--- config.mk ---
export PLATFORM = sky130hd
export DESIGN_NAME = mmio_interconnect_flat
export DESIGN_NICKNAME = d
export VERILOG_FILES = /design/src/rtl/interconnect_pkg.sv /design/src/rtl/mmio_interconnect_if.sv /design/src/rtl/mmio_slot_decoder.sv /design/src/rtl/mmio_interconnect.sv /design/src/flat_wrapper.sv
export SDC_FILE = /design/constraint.sdc
export NUM_CORES = 1
export LEC_CHECK = 0
export ABC_AREA = 0
export BUFFER_PORTS_ARGS = -buffer_cell sky130_fd_sc_hd__buf_4
export CAP_MARGIN = 20
export CORE_AREA = 2 2 119 121
export DETAILED_ROUTE_END_ITERATION = 8
export DIE_AREA = 0 0 121 123
export PLACE_DENSITY = 0.72
export SYNTH_ARGS = -nofsm -noshare
export SYNTH_HDL_FRONTEND = slang
export SYNTH_SLANG_ARGS = --single-unit
--- constraint.sdc ---
create_clock -name clk -period 2.4 [get_ports clk]
set_input_delay 0.72 -clock clk [delete_from_list [all_inputs] [get_ports clk]]
set_output_delay 0.72 -clock clk [all_outputs]
set_load 0.02 [all_outputs]
--- src/rtl/interconnect_pkg.sv ---
// Shared types and helpers for the MMIO interconnect: FSM state encoding and
// the slot-select width calculation used by the decoder, bus interface and top.
package interconnect_pkg;

  typedef enum logic [1:0] {
    IDLE,
    ISSUE,
    WAIT,
    RESP
  } state_e;

  // Slot-select field width; a single slot still consumes one address bit.
  function automatic int unsigned sel_bits(input int unsigned n);
    return (n <= 1) ? 1 : $clog2(n);
  endfunction

endpackage

--- src/rtl/mmio_interconnect_if.sv ---
// CPU data-port bus plus the shared peripheral-slot bus seen by the interconnect.
// The slave modport is the interconnect's view; master is the CPU/peripheral side.
interface mmio_interconnect_if #(
  parameter int unsigned NumSlaves = 4,
  parameter int unsigned AddrWidth = 30,
  parameter int unsigned DataWidth = 32
);
  localparam int unsigned SelW = interconnect_pkg::sel_bits(NumSlaves);
  localparam int unsigned OffW = AddrWidth - SelW;
  localparam int unsigned BeW  = DataWidth / 8;

  logic                           m_req_i;
  logic                           m_we_i;
  logic [AddrWidth-1:0]           m_addr_i;
  logic [DataWidth-1:0]           m_wdata_i;
  logic [BeW-1:0]                 m_be_i;
  logic                           m_ack_o;
  logic                           m_err_o;
  logic [DataWidth-1:0]           m_rdata_o;
  logic                           m_busy_o;

  logic [NumSlaves-1:0]           s_req_o;
  logic                           s_we_o;
  logic [OffW-1:0]                s_addr_o;
  logic [DataWidth-1:0]           s_wdata_o;
  logic [BeW-1:0]                 s_be_o;
  logic [NumSlaves-1:0]           s_ack_i;
  logic [NumSlaves*DataWidth-1:0] s_rdata_i;

  modport slave (
    input  m_req_i, m_we_i, m_addr_i, m_wdata_i, m_be_i,
    output m_ack_o, m_err_o, m_rdata_o, m_busy_o,
    output s_req_o, s_we_o, s_addr_o, s_wdata_o, s_be_o,
    input  s_ack_i, s_rdata_i
  );

  modport master (
    output m_req_i, m_we_i, m_addr_i, m_wdata_i, m_be_i,
    input  m_ack_o, m_err_o, m_rdata_o, m_busy_o,
    input  s_req_o, s_we_o, s_addr_o, s_wdata_o, s_be_o,
    output s_ack_i, s_rdata_i
  );

endinterface

--- src/rtl/mmio_slot_decoder.sv ---
// Combinational slot decode: the top address bits select a slot, and any
// index at or beyond the populated slot count is reported as unmapped.
module mmio_slot_decoder
  import interconnect_pkg::*;
#(
  parameter int unsigned NumSlaves = 4,
  parameter int unsigned AddrWidth = 30
) (
  input  logic [AddrWidth-1:0]             addr,
  output logic [sel_bits(NumSlaves)-1:0]   idx,
  output logic                             mapped
);
  localparam int unsigned     SelW      = sel_bits(NumSlaves);
  localparam logic [SelW:0]   SlotCount = (SelW + 1)'(NumSlaves);

  // Offset bits are latched by the top; the decoder only looks at the select field.
  logic unused_low;
  assign unused_low = ^addr[AddrWidth-SelW-1:0];

  assign idx    = addr[AddrWidth-1 -: SelW];
  assign mapped = ({1'b0, idx} < SlotCount);

endmodule

--- src/rtl/mmio_interconnect.sv ---
// Single-master MMIO interconnect: decodes a slot from the top address bits,
// runs a registered req/ack handshake with timeout, and returns read data.
module mmio_interconnect
  import interconnect_pkg::*;
#(
  parameter int unsigned NumSlaves     = 4,
  parameter int unsigned AddrWidth     = 30,
  parameter int unsigned DataWidth     = 32,
  parameter int unsigned TimeoutCycles = 255
) (
  input logic                clk,
  input logic                rst,
  mmio_interconnect_if.slave bus
);
  localparam int unsigned     SelW     = sel_bits(NumSlaves);
  localparam int unsigned     OffW     = AddrWidth - SelW;
  localparam int unsigned     BeW      = DataWidth / 8;
  localparam int unsigned     CntW     = (TimeoutCycles == 0) ? 1 : $clog2(TimeoutCycles + 1);
  localparam logic [CntW-1:0] CntLimit = CntW'(TimeoutCycles);

  state_e               state;
  logic [SelW-1:0]      idx_q;
  logic [CntW-1:0]      cnt_q;
  logic                 ack_q;
  logic                 err_q;
  logic                 busy_q;
  logic [DataWidth-1:0] rdata_q;
  logic [NumSlaves-1:0] req_q;
  logic                 we_q;
  logic [OffW-1:0]      addr_q;
  logic [DataWidth-1:0] wdata_q;
  logic [BeW-1:0]       be_q;

  logic [SelW-1:0]      dec_idx;
  logic                 dec_mapped;
  logic                 slot_ack;
  logic [DataWidth-1:0] cap_data;
  logic                 timeout_hit;

  mmio_slot_decoder #(
    .NumSlaves (NumSlaves),
    .AddrWidth (AddrWidth)
  ) u_dec (
    .addr   (bus.m_addr_i),
    .idx    (dec_idx),
    .mapped (dec_mapped)
  );

  // Only the latched slot is ever listened to; other slots' acks never matter.
  assign slot_ack    = bus.s_ack_i[idx_q];
  assign cap_data    = we_q ? '0 : bus.s_rdata_i[idx_q*DataWidth +: DataWidth];
  assign timeout_hit = (TimeoutCycles != 0) && (cnt_q == CntLimit);

  always_ff @(posedge clk) begin
    if (rst) begin
      state   <= IDLE;
      idx_q   <= '0;
      cnt_q   <= '0;
      ack_q   <= 1'b0;
      err_q   <= 1'b0;
      busy_q  <= 1'b0;
      rdata_q <= '0;
      req_q   <= '0;
      we_q    <= 1'b0;
      addr_q  <= '0;
      wdata_q <= '0;
      be_q    <= '0;
    end else begin
      req_q <= '0;
      ack_q <= 1'b0;
      unique case (state)
        IDLE: begin
          if (bus.m_req_i) begin
            busy_q <= 1'b1;
            if (dec_mapped) begin
              state   <= ISSUE;
              idx_q   <= dec_idx;
              cnt_q   <= '0;
              req_q   <= NumSlaves'(1) << dec_idx;
              we_q    <= bus.m_we_i;
              addr_q  <= bus.m_addr_i[OffW-1:0];
              wdata_q <= bus.m_wdata_i;
              be_q    <= bus.m_be_i;
            end else begin
              state   <= RESP;
              ack_q   <= 1'b1;
              err_q   <= 1'b1;
              rdata_q <= '0;
            end
          end
        end
        ISSUE: begin
          if (slot_ack) begin
            state   <= RESP;
            ack_q   <= 1'b1;
            err_q   <= 1'b0;
            rdata_q <= cap_data;
          end else begin
            state <= WAIT;
          end
        end
        WAIT: begin
          // A real ack wins over a timeout landing in the same cycle.
          if (slot_ack) begin
            state   <= RESP;
            ack_q   <= 1'b1;
            err_q   <= 1'b0;
            rdata_q <= cap_data;
          end else if (timeout_hit) begin
            state   <= RESP;
            ack_q   <= 1'b1;
            err_q   <= 1'b1;
            rdata_q <= '0;
          end else if (cnt_q != '1) begin
            cnt_q <= cnt_q + 1'b1;
          end
        end
        RESP: begin
          state  <= IDLE;
          busy_q <= 1'b0;
          err_q  <= 1'b0;
        end
        default: begin
          state  <= IDLE;
          busy_q <= 1'b0;
        end
      endcase
    end
  end

  assign bus.m_ack_o   = ack_q;
  assign bus.m_err_o   = err_q;
  assign bus.m_rdata_o = rdata_q;
  assign bus.m_busy_o  = busy_q;
  assign bus.s_req_o   = req_q;
  assign bus.s_we_o    = we_q;
  assign bus.s_addr_o  = addr_q;
  assign bus.s_wdata_o = wdata_q;
  assign bus.s_be_o    = be_q;

endmodule

--- src/flat_wrapper.sv ---
// flat-port wrapper written by rule: the top's interface ports become plain ports
module mmio_interconnect_flat import interconnect_pkg::*;
#(
  parameter int unsigned NumSlaves     = 4,
  parameter int unsigned AddrWidth     = 30,
  parameter int unsigned DataWidth     = 32,
  parameter int unsigned TimeoutCycles = 255
)
  (clk, rst, bus_m_req_i, bus_m_we_i, bus_m_addr_i, bus_m_wdata_i, bus_m_be_i, bus_m_ack_o, bus_m_err_o, bus_m_rdata_o, bus_m_busy_o, bus_s_req_o, bus_s_we_o, bus_s_addr_o, bus_s_wdata_o, bus_s_be_o, bus_s_ack_i, bus_s_rdata_i);
  mmio_interconnect_if #(.NumSlaves(NumSlaves), .AddrWidth(AddrWidth), .DataWidth(DataWidth)) bus_i ();
  input logic clk;
  input logic rst;
  input wire logic [$bits(bus_i.m_req_i)-1:0] bus_m_req_i;
  input wire logic [$bits(bus_i.m_we_i)-1:0] bus_m_we_i;
  input wire logic [$bits(bus_i.m_addr_i)-1:0] bus_m_addr_i;
  input wire logic [$bits(bus_i.m_wdata_i)-1:0] bus_m_wdata_i;
  input wire logic [$bits(bus_i.m_be_i)-1:0] bus_m_be_i;
  output wire logic [$bits(bus_i.m_ack_o)-1:0] bus_m_ack_o;
  output wire logic [$bits(bus_i.m_err_o)-1:0] bus_m_err_o;
  output wire logic [$bits(bus_i.m_rdata_o)-1:0] bus_m_rdata_o;
  output wire logic [$bits(bus_i.m_busy_o)-1:0] bus_m_busy_o;
  output wire logic [$bits(bus_i.s_req_o)-1:0] bus_s_req_o;
  output wire logic [$bits(bus_i.s_we_o)-1:0] bus_s_we_o;
  output wire logic [$bits(bus_i.s_addr_o)-1:0] bus_s_addr_o;
  output wire logic [$bits(bus_i.s_wdata_o)-1:0] bus_s_wdata_o;
  output wire logic [$bits(bus_i.s_be_o)-1:0] bus_s_be_o;
  input wire logic [$bits(bus_i.s_ack_i)-1:0] bus_s_ack_i;
  input wire logic [$bits(bus_i.s_rdata_i)-1:0] bus_s_rdata_i;
  assign bus_i.m_req_i = bus_m_req_i;
  assign bus_i.m_we_i = bus_m_we_i;
  assign bus_i.m_addr_i = bus_m_addr_i;
  assign bus_i.m_wdata_i = bus_m_wdata_i;
  assign bus_i.m_be_i = bus_m_be_i;
  assign bus_m_ack_o = bus_i.m_ack_o;
  assign bus_m_err_o = bus_i.m_err_o;
  assign bus_m_rdata_o = bus_i.m_rdata_o;
  assign bus_m_busy_o = bus_i.m_busy_o;
  assign bus_s_req_o = bus_i.s_req_o;
  assign bus_s_we_o = bus_i.s_we_o;
  assign bus_s_addr_o = bus_i.s_addr_o;
  assign bus_s_wdata_o = bus_i.s_wdata_o;
  assign bus_s_be_o = bus_i.s_be_o;
  assign bus_i.s_ack_i = bus_s_ack_i;
  assign bus_i.s_rdata_i = bus_s_rdata_i;
  mmio_interconnect #(.NumSlaves(NumSlaves), .AddrWidth(AddrWidth), .DataWidth(DataWidth), .TimeoutCycles(TimeoutCycles)) u_core (.clk(clk), .rst(rst), .bus(bus_i));
endmodule
==> results.py, run 1 <==
metrics = {
    "outcome": {
        "status": "complete, no violations",
    },
    "grt": {
        "grt_pass1_wl_mm": 25.28,
        "antenna_found_initial": 0,
        "grt_start_max_net_pins": 56,
        "met1_usage": 0.2738,
        "grt_use_met2": 0.3588,
        "met3_usage": 0.07749,
        "grt_pass1_vias": 4860,
        "gr-total-overflow": 0,
        "grt_use_total": 0.2220,
        "top_usage_layer": "met2",
    },
    "clock_network": {
        "cts_setup_buffers": 0,
        "hold_buffers": 0,
        "htreeDepth": 4,
        "clkLatencyLatePin_ps": 410,
        "clk_pin_slew_ps": 50,
        "tritoncts": "yes",
        "cts_buffers": 17,
        "root_buffer": "clkbuf_16",
        "ctsResizeCount": 0,
        "clockBufferDepth": 2,
        "cts.sinks": 116,
    },
    "flow_run": {
        "drv_cap": 0,
    },
    "synthesis": {
        "async_flop_share": 0,
        "synth_top_area_share": 0.4480,
        "synth_top_family_by_area": "multiplexers",
        "synth.area.top_cells": "dfxtp_1 (45%), nand2_1 (15%), mux4_2 (14%), a21oi_1 (6.9%), mux2i_1 (6.8%)",
        "synth_nets": 784,
        "synth_top_area_cell": "dfxtp_1",
        "syn_inst": 577,
        "ys.warnings.count": 0,
        "ys.flop_type": "dfxtp_1",
        "synthAdderAreaFrac": 0.01207,
        "synth-edff-count": 0,
        "synth_area_um2": 5184,
        "synth_xor_area_frac": 0,
        "syn_area_per_cell_um2": 8.984,
        "synth-compound-area-share": 0.1002,
        "synth-simple-area-share": 0.1900,
        "synth.most_common_cell": "nand2_1",
        "synthDistinctLibCells": 38,
        "synth-seq-cells": 116,
        "seq_area_frac_synth": 0.4480,
        "synth_common_cells": "nand2_1 (212), dfxtp_1 (116), a21oi_1 (71)",
        "synthMuxAreaShare": 0.2110,
    },
    "worst_setup_path": {
        "startpoint": "u_core.state[0]",
        "worst-path-max-fanout": 8,
        "timing.rr.start": "u_core.state[0]",
        "end_kind": "flop",
        "r2r_cells": 6,
        "r2r_end": "u_core.cnt_q[7]",
        "rrSetupSlack_ps": 500,
        "cp-start-kind": "flop",
        "critical_path_required_ps": 2750,
        "crit_arrival_ps": 2250,
        "crit_type": "flop to flop",
    },
    "timing": {
        "skew_ps": 10.15,
        "maxSlewViolCount": 0,
        "rsz0062_at_grt": "no",
        "period_needed_ps": 1904,
        "min_period_over_period": 0.7934,
        "setup_slack_ps": 495.8,
        "finalHoldViolCount": 0,
        "timing.fmax_mhz": 525.1,
        "fin_setup_tns_ps": 0,
        "worstMarginPinSlew_ps": 613.3,
        "relSlewSlack": 0.5911,
        "setup-violations-final": 0,
    },
    "routing": {
        "drt-total-wl_mm": 17.00,
        "post-route-drc-count": 0,
        "firstDrtPassIters": 4,
        "ant_nets": 0,
        "viasPerCell": 4.872,
        "drt_iter0_markers": 265,
        "wl_per_cell_um": 15.99,
        "vias": 5179,
    },
    "power": {
        "power.density_nw_per_um2": 1049,
        "p_int_uw": 5610,
        "power_leakage_uw": 0.003725,
        "clock_power_share": 0.293,
        "peakVddDrop_uv": 726.1,
        "power.share.sequential": 0.289,
        "power_uw": 8683,
        "switching_share": 0.3539,
        "net-switching-power_uw": 3073,
        "comb_power_share": 0.418,
    },
    "final_layout": {
        "regArea_um2": 2323,
        "antennaDiodeCount": 0,
        "nFillCells": 1212,
        "drive_above_1_share": 0.4428,
        "syn2layout_area_growth_pct": 59.72,
        "fin_cells": 1063,
        "nets": 1078,
        "final_core_util": 0.6082,
        "multiInputGateArea_um2": 2675,
    },
    "place": {
        "numPlacedInstances": 1032,
        "portBuffers": 305,
        "place.gp.congestion": 0.8266,
        "pre_cts_slack_ps": 120.7,
        "hpwl_mm": 12.87,
    },
    "hold_path": {
        "min-delay-start": "u_core.bus.s_addr_o[24]",
        "hold_depth": 2,
        "hold_class": "flop to flop",
        "hold_end": "u_core.bus.s_addr_o[24]",
    },
    "die": {
        "num_rows": 43,
        "die_h_um": 123,
        "die_w_um": 121,
        "dieArea_um2": 14880,
        "initial_core_util": 0.3808,
        "core-area_um2": 13610,
        "io_pins": 306,
    },
}
[power by group through the flow]
stage	sequential (uW)	combinational, uW	clock, uW
5_1_grt	2560	3910	2680
3_5_place_dp	2550	3650	0
6_report	2510	3630	2540
3_3_place_gp	2540	3630	0
4_1_cts	2510	3660	2590
2_1_floorplan	2940	1880	0
[layout make-up]
class | instances | share of cell area
multi-input cells | 411 | 0.3231
inverters | 5 | 0.002267
repair buffers | 320 | 0.2947
clock inverters | 13 | 0.01904
clock buffers | 18 | 0.05305
flip-flops and latches | 116 | 0.2806
well taps | 180 | 0.02720
[kinds of logic after synthesis]
| group | after synthesis |
|---|---|
| AO/OA/AOI/OAI | 93 |
| adder cells (fa/ha/maj) | 5 |
| buffers and inverters | 50 |
| flip-flops | 116 |
| multiplexers | 68 |
| AND/OR/NAND/NOR | 245 |
[state kept, by name, indices dropped and copies added, names as in the netlist, 2 cells and up]
name and flops:
u_core.state 2, u_core.bus.s_req_o 4, u_core.bus.m_rdata_o 32, u_core.cnt_q 8, u_core.idx_q 2, u_core.bus.s_addr_o 28, u_core.bus.s_wdata_o 32, u_core.bus.s_be_o 4
[worst max path at each step]
stage / slack, ps / cells after the start / endpoint
2_1_floorplan: 270 / 4 / u_core.cnt_q[7]
3_3_place_gp: 150 / 5 / u_core.cnt_q[7]
3_5_place_dp: 120 / 5 / u_core.cnt_q[7]
4_1_cts: 490 / 6 / u_core.cnt_q[7]
5_1_grt: 380 / 6 / u_core.cnt_q[7]
6_report: 500 / 6 / u_core.cnt_q[7]
[cell usage in the layout, fill, tap and decap left out, types with 2 or more instances in the layout]
cell type,count
buf_4,317
nand2_1,211
dfxtp_1,115
a21oi_1,71
mux2i_1,35
mux4_2,33
clkbuf_16,17
nor2_1,8
inv_1,5
a31oi_1,5
ha_1,5
nand2b_1,4
and3_1,4
clkinvlp_4,4
clkinv_2,4
o21ai_0,3
nand3_1,3
a211o_1,3
nor3_1,3
bufinv_16,3
buf_12,3
nand4_1,2
o311ai_0,2
[routing by layer]
layer | share of wire | routed length (um)
met5 | 0 | 0
met3 | 0.072 | 1217
met2 | 0.50 | 8574
met1 | 0.40 | 6837
met4 | 0.021 | 365
[stage by stage]
step / instance area [um2] / hold slack, ps
after floorplan: 5184 / 447.2
after global placement: 7682 / 442.5
after detailed placement: 7682 / 446.8
after CTS: 8279 / 454.0
after global routing: 8279 / 469.2
final: 8279 / 452.5
[worst max-delay path, cell delays in order (launching register included)]
cell     delay (ps)
dfxtp_1         400
inv_1            80
ha_1            300
mux2i_1         200
a211o_1         310
or4_1           470
nand3_1          90
Note: power is estimated with default switching activity, not from simulation.
==> inputs of run 2 (changes only) <==
Settings changed: CORE_AREA 2 2 119 121 to not set, CORE_MARGIN set to 2, CORE_UTILIZATION set to 40, DIE_AREA 0 0 121 123 to not set, PLACE_DENSITY 0.72 to 0.77.
Clock period 2.4 ns to 1.6 ns, I/O delays scaled along.
==> run 2 against run 1 <==
  * The flow now finishes with violations (negative setup slack)
  * Largest cell class is now buffers
  * Critical path depth shrank 1
  * Via count is 6.6% higher
  * Fmax rose by 8.3%
  * Combinational power increased by 88%
  * Critical endpoint is now u_core.cnt_q[3]
  * Critical path type unchanged
  * Worst setup slack got worse by 650 ps
  * Sequential power up 51%
  * Non-clock buffer count is 39 higher
  * Clock skew is 5.2 ps lower
  * First-iteration DRC count is 38% higher
  * Utilization is 9.2 points higher
==> results.py, run 2 (synthesis gave the netlist of run 1 again) <==
metrics = {
    "outcome": {
        "status": "finished with violations",
        "violations": "negative setup slack",
    },
    "timing": {
        "skew_ps": 4.953,
        "timing.fmax_mhz": 569.0,
        "worstMarginPinSlew_ps": 497.4,
        "setup-violations-final": 38,
        "fin_setup_tns_ps": -1800,
        "finalHoldViolCount": 0,
        "setup_slack_ps": -157.6,
        "rsz0062_at_grt": "yes",
        "period_needed_ps": 1758,
        "maxSlewViolCount": 0,
        "min_period_over_period": 1.099,
        "relSlewSlack": 0.6684,
    },
    "routing": {
        "firstDrtPassIters": 4,
        "viasPerCell": 5.034,
        "drt-total-wl_mm": 18.32,
        "drt_iter0_markers": 366,
        "vias": 5522,
        "post-route-drc-count": 0,
        "wl_per_cell_um": 16.70,
        "ant_nets": 0,
    },
    "clock_network": {
        "clkLatencyLatePin_ps": 410,
        "tritoncts": "yes",
        "cts_buffers": 17,
        "htreeDepth": 4,
        "cts.sinks": 116,
        "clockBufferDepth": 2,
        "clk_pin_slew_ps": 50,
        "root_buffer": "clkbuf_16",
    },
    "grt": {
        "grt_use_met2": 0.4393,
        "antenna_found_initial": 2,
        "met1_usage": 0.2786,
        "top_usage_layer": "met2",
        "gr-total-overflow": 0,
        "grt_use_total": 0.2566,
        "grt_start_max_net_pins": 48,
        "grt_pass1_wl_mm": 28.52,
        "met3_usage": 0.1056,
        "grt_pass1_vias": 5602,
    },
    "final_layout": {
        "layout_commonest_cell": "buf_4",
        "nets": 1117,
        "final_cell_mix": "buf_4 (343), nand2_1 (209), dfxtp_1 (112)",
        "drive_above_1_share": 0.4875,
        "syn2layout_area_growth_pct": 70.50,
        "nFillCells": 990,
    },
    "worst_setup_path": {
        "critical-path-top-delay-family": "compound AO/OA/AOI/OAI gates",
        "slowest_stage": "mux4_2",
        "crit_arrival_ps": 2030,
        "crit_type": "flop to flop",
        "r2r_cells": 5,
        "slowest_delay_ps": 560,
        "path_depth": 5,
        "cp-start-kind": "flop",
        "cp_cell_sequence": "mux4_2, buf_6, a21o_1, o311ai_2, o311ai_1",
        "worst-path-max-fanout": 4,
        "end_kind": "flop",
        "critical_path_required_ps": 1870,
        "crit_buf_inv": 1,
    },
    "die": {
        "core-area_um2": 12620,
        "dieArea_um2": 13890,
        "io_pins": 306,
        "num_rows": 41,
        "initial_core_util": 0.4108,
        "die_w_um": 117.8,
        "die_h_um": 117.8,
    },
    "power": {
        "power.density_nw_per_um2": 1675,
        "power_leakage_uw": 0.004001,
        "peakVddDrop_uv": 872.1,
    },
    "place": {
        "portBuffers": 305,
        "place.gp.congestion": 0.8782,
        "pre_cts_slack_ps": -409.1,
        "hpwl_mm": 13.21,
    },
    "hold_path": {
        "hold_depth": 2,
        "hold_class": "primary input to flop",
    },
    "flow_run": {
        "drv_cap": 0,
    },
}
[run 2: cell types whose count changed in the layout (fill, tap and decap cells not counted), sizes merged]
cell / change
bufinv: +2
clkinvlp: -3
inv: -1
diode: +2
buf: +38
clkinv: -2
clkbuf: +6
[run 2: area by class of cell]
| cell class | instances | area (um2) | share of cell area |
|---|---|---|---|
| diodes | 2 | 5.005 | 0.0005663 |
| clock buffers | 23 | 488.0 | 0.05521 |
| clock inverters | 9 | 172.7 | 0.01954 |
| inverters | 5 | 21.27 | 0.002407 |
| multi-input cells | 411 | 2765 | 0.3129 |
| flip-flops and latches | 116 | 2330 | 0.2636 |
| well taps | 172 | 215.2 | 0.02435 |
| repair buffers | 359 | 2841 | 0.3215 |
[run 2: repair_timing]
action                     in CTS  in global routing
hold buffers                    0                  0
resized for setup              10                 35
setup endpoints to repair      50                 65
pin swaps                       5                  3
cloned                          2                  1
buffers inserted                5                  5
[run 2: metal layers]
layer,vias to the layer above,part of all wire
met5,-,0
met2,273,0.51
li1,2647,-
met3,41,0.099
met1,2561,0.36
met4,0,0.033
[run 2: path summary, 6_finish.rpt]
| check | startpoint | endpoint | slack [ps] |
|---|---|---|---|
| worst max-delay path | u_core.idx_q[0] | u_core.cnt_q[3] | -160 |
| worst min-delay path | bus_m_addr_i[28] | u_core.bus.s_req_o[2] | 270 |
| worst max register to register | u_core.idx_q[0] | u_core.cnt_q[3] | -160 |
| worst min register to register | u_core.bus.s_wdata_o[7] | u_core.bus.s_wdata_o[7] | 450 |
[run 2: stage by stage]
step | power, uW | area [um2] | instances | util | hold WS, ps
finish | 14810 | 8838 | 1097 | 0.7004 | 273.8
global route | 15510 | 8838 | 1097 | 0.7004 | 271.0
CTS | 14610 | 8697 | 1090 | 0.6892 | 258.1
detailed placement | 9749 | 7913 | 1051 | 0.6270 | 446.6
global placement | 9650 | 7913 | 1051 | 0.6270 | 441.9
floorplan | 7446 | 5253 | 577 | - | 447.2
[run 2: power by group]
group	leakage [uW]	total (uW)	switching (uW)	internal [uW]
clock	0.000323	4210	1290	2920
combinational	0.00273	6810	3400	3410
sequential	0.000952	3790	307	3480
==> inputs of run 3 (changes only) <==
Settings changed: MAX_ROUTING_LAYER set to met4.
==> run 3 against run 2 <==
  * Die area did not move
  * Combinational power fell by 1%
  * The run still ends with negative setup slack left
  * Critical endpoint is now u_core.cnt_q[7]
  * Fmax barely moved
  * Register-to-register slack barely moved
  * Clock skew rose by 5.1 ps
  * Final cell count barely moved
  * Worst setup slack improved by 1.1 ps
  * Critical path depth fell by 1
  * Flip-flop and latch count did not move
  * Sequential share of layout area barely moved
  * Wire length fell by 0.32%
==> results.py, run 3 (synthesis gave the netlist of run 1 again) <==
metrics = {
    "clock_network": {
        "cts_buffers": 17,
        "clockBufferDepth": 2,
        "clkLatencyLatePin_ps": 410,
        "root_buffer": "clkbuf_16",
        "hold_buffers": 0,
        "clk_pin_slew_ps": 50,
        "cts.sinks": 116,
        "tritoncts": "yes",
        "htreeDepth": 4,
    },
    "worst_setup_path": {
        "slowest_delay_ps": 560,
        "rrSetupSlack_ps": -160,
        "crit_buf_inv": 0,
        "slowest_stage": "mux4_2",
        "crit_type": "flop to flop",
        "critical_path_required_ps": 1950,
        "cp-start-kind": "flop",
        "end_kind": "flop",
        "critical-path-top-delay-family": "multiplexers",
        "cp_cell_sequence": "mux4_2, a211o_1, or4_1, nand3_1",
        "startpoint": "u_core.idx_q[0]",
        "worst-path-max-fanout": 4,
        "timing.rr.start": "u_core.idx_q[0]",
        "crit_arrival_ps": 2100,
    },
    "routing": {
        "wl_met1_mm": 6.844,
        "routed.top_layer": "met4",
        "dr_wl_met3_mm": 1.502,
        "ant_nets": 0,
        "drt_iter0_markers": 347,
        "post-route-drc-count": 0,
        "vias": 5508,
        "wl_met2_mm": 9.346,
        "wl_per_cell_um": 16.66,
        "firstDrtPassIters": 4,
        "viasPerCell": 5.026,
        "drt-total-wl_mm": 18.26,
    },
    "timing": {
        "min_period_over_period": 1.098,
        "maxSlewViolCount": 0,
        "relSlewSlack": 0.6709,
        "fin_setup_tns_ps": -1102,
        "timing.fmax_mhz": 569.3,
        "setup_slack_ps": -156.5,
        "worstMarginPinSlew_ps": 493.7,
        "period_needed_ps": 1757,
        "setup-violations-final": 24,
        "rsz0062_at_grt": "yes",
        "skew_ps": 10.10,
        "hold_slack_ps": 269.7,
        "finalHoldViolCount": 0,
    },
    "power": {
        "clock_power_share": 0.287,
        "switching_share": 0.3386,
        "power_leakage_uw": 0.003996,
        "net-switching-power_uw": 4981,
        "power.share.sequential": 0.257,
        "comb_power_share": 0.456,
        "power.density_nw_per_um2": 1666,
        "peakVddDrop_uv": 871.5,
        "p_int_uw": 9730,
    },
    "final_layout": {
        "syn2layout_area_growth_pct": 70.36,
        "final_core_util": 0.6998,
        "nets": 1116,
        "drive_above_1_share": 0.4870,
        "final_cell_mix": "buf_4 (343), nand2_1 (209), dfxtp_1 (112)",
        "nFillCells": 996,
        "layout_commonest_cell": "buf_4",
    },
    "grt": {
        "grt_pass1_wl_mm": 28.43,
        "grt_pass1_vias": 5617,
        "grt_use_total": 0.2640,
        "grt_start_max_net_pins": 48,
        "gr-total-overflow": 0,
        "antenna_found_initial": 2,
    },
    "place": {
        "portBuffers": 305,
        "hpwl_mm": 13.21,
        "place.gp.congestion": 0.8927,
    },
    "die": {
        "num_rows": 41,
        "core-area_um2": 12620,
        "initial_core_util": 0.4108,
        "die_w_um": 117.8,
        "io_pins": 306,
        "die_h_um": 117.8,
        "dieArea_um2": 13890,
    },
    "outcome": {
        "violations": "negative setup slack",
        "status": "finished with violations",
    },
    "hold_path": {
        "hold_class": "primary input to flop",
        "min-delay-start": "bus_m_addr_i[28]",
    },
    "flow_run": {
        "drv_cap": 0,
    },
}
## run 3: worst paths after layout
check,endpoint,cells after the start
setup / recovery,u_core.cnt_q[7],4
hold / removal,u_core.bus.s_req_o[2],2
setup reg to reg,u_core.cnt_q[7],4
hold reg to reg,u_core.bus.s_addr_o[21],2
## run 3: repair_timing
action	CTS	global route
setup endpoints to repair	50	62
setup buffers	5	4
pin swaps	5	3
cloned	2	1
resized for setup	10	34
## run 3: layout make-up
type,instances,area (um2),area share
repair buffers,358,2826,0.3201
multi-input cells,411,2773,0.3140
flip-flops and latches,116,2330,0.2638
clock buffers,23,488.0,0.05526
well taps,172,215.2,0.02437
clock inverters,9,172.7,0.01955
inverters,5,21.27,0.002409
diodes,2,5.005,0.0005667
## run 3: worst reg2reg max path: stages, from the launching register on
cell	delay, ps
dfxtp_2	340
mux4_2	560
a211o_1	290
or4_1	420
nand3_1	100
## run 3: layer usage
| metal | track usage | up-vias |
|---|---|---|
| li1 | - | 2646 |
| met1 | 0.2912 | 2566 |
| met2 | 0.4386 | 259 |
| met3 | 0.08430 | 37 |
| met4 | 0.1145 | 0 |
| met5 | - | - |
## run 3: per-stage QoR
stage / area, um2 / std cells / total power, uW / worst slack [ps]
floorplan: 5253 / 577 / 7446 / -264.8
global placement: 7913 / 1051 / 9650 / -403.0
detailed placement: 7913 / 1051 / 9749 / -409.1
CTS: 8697 / 1090 / 14610 / -135.5
global route: 8831 / 1096 / 15420 / -220.1
finish: 8831 / 1096 / 14710 / -156.5
## run 3: power by group through the flow
stage,Clock (uW),Combinational [uW],Sequential (uW)
after floorplan,0,3040,4410
final,4220,6710,3780
after global routing,4410,7160,3850
after CTS,4270,6580,3760
after global placement,0,5860,3790
after detailed placement,0,5940,3810
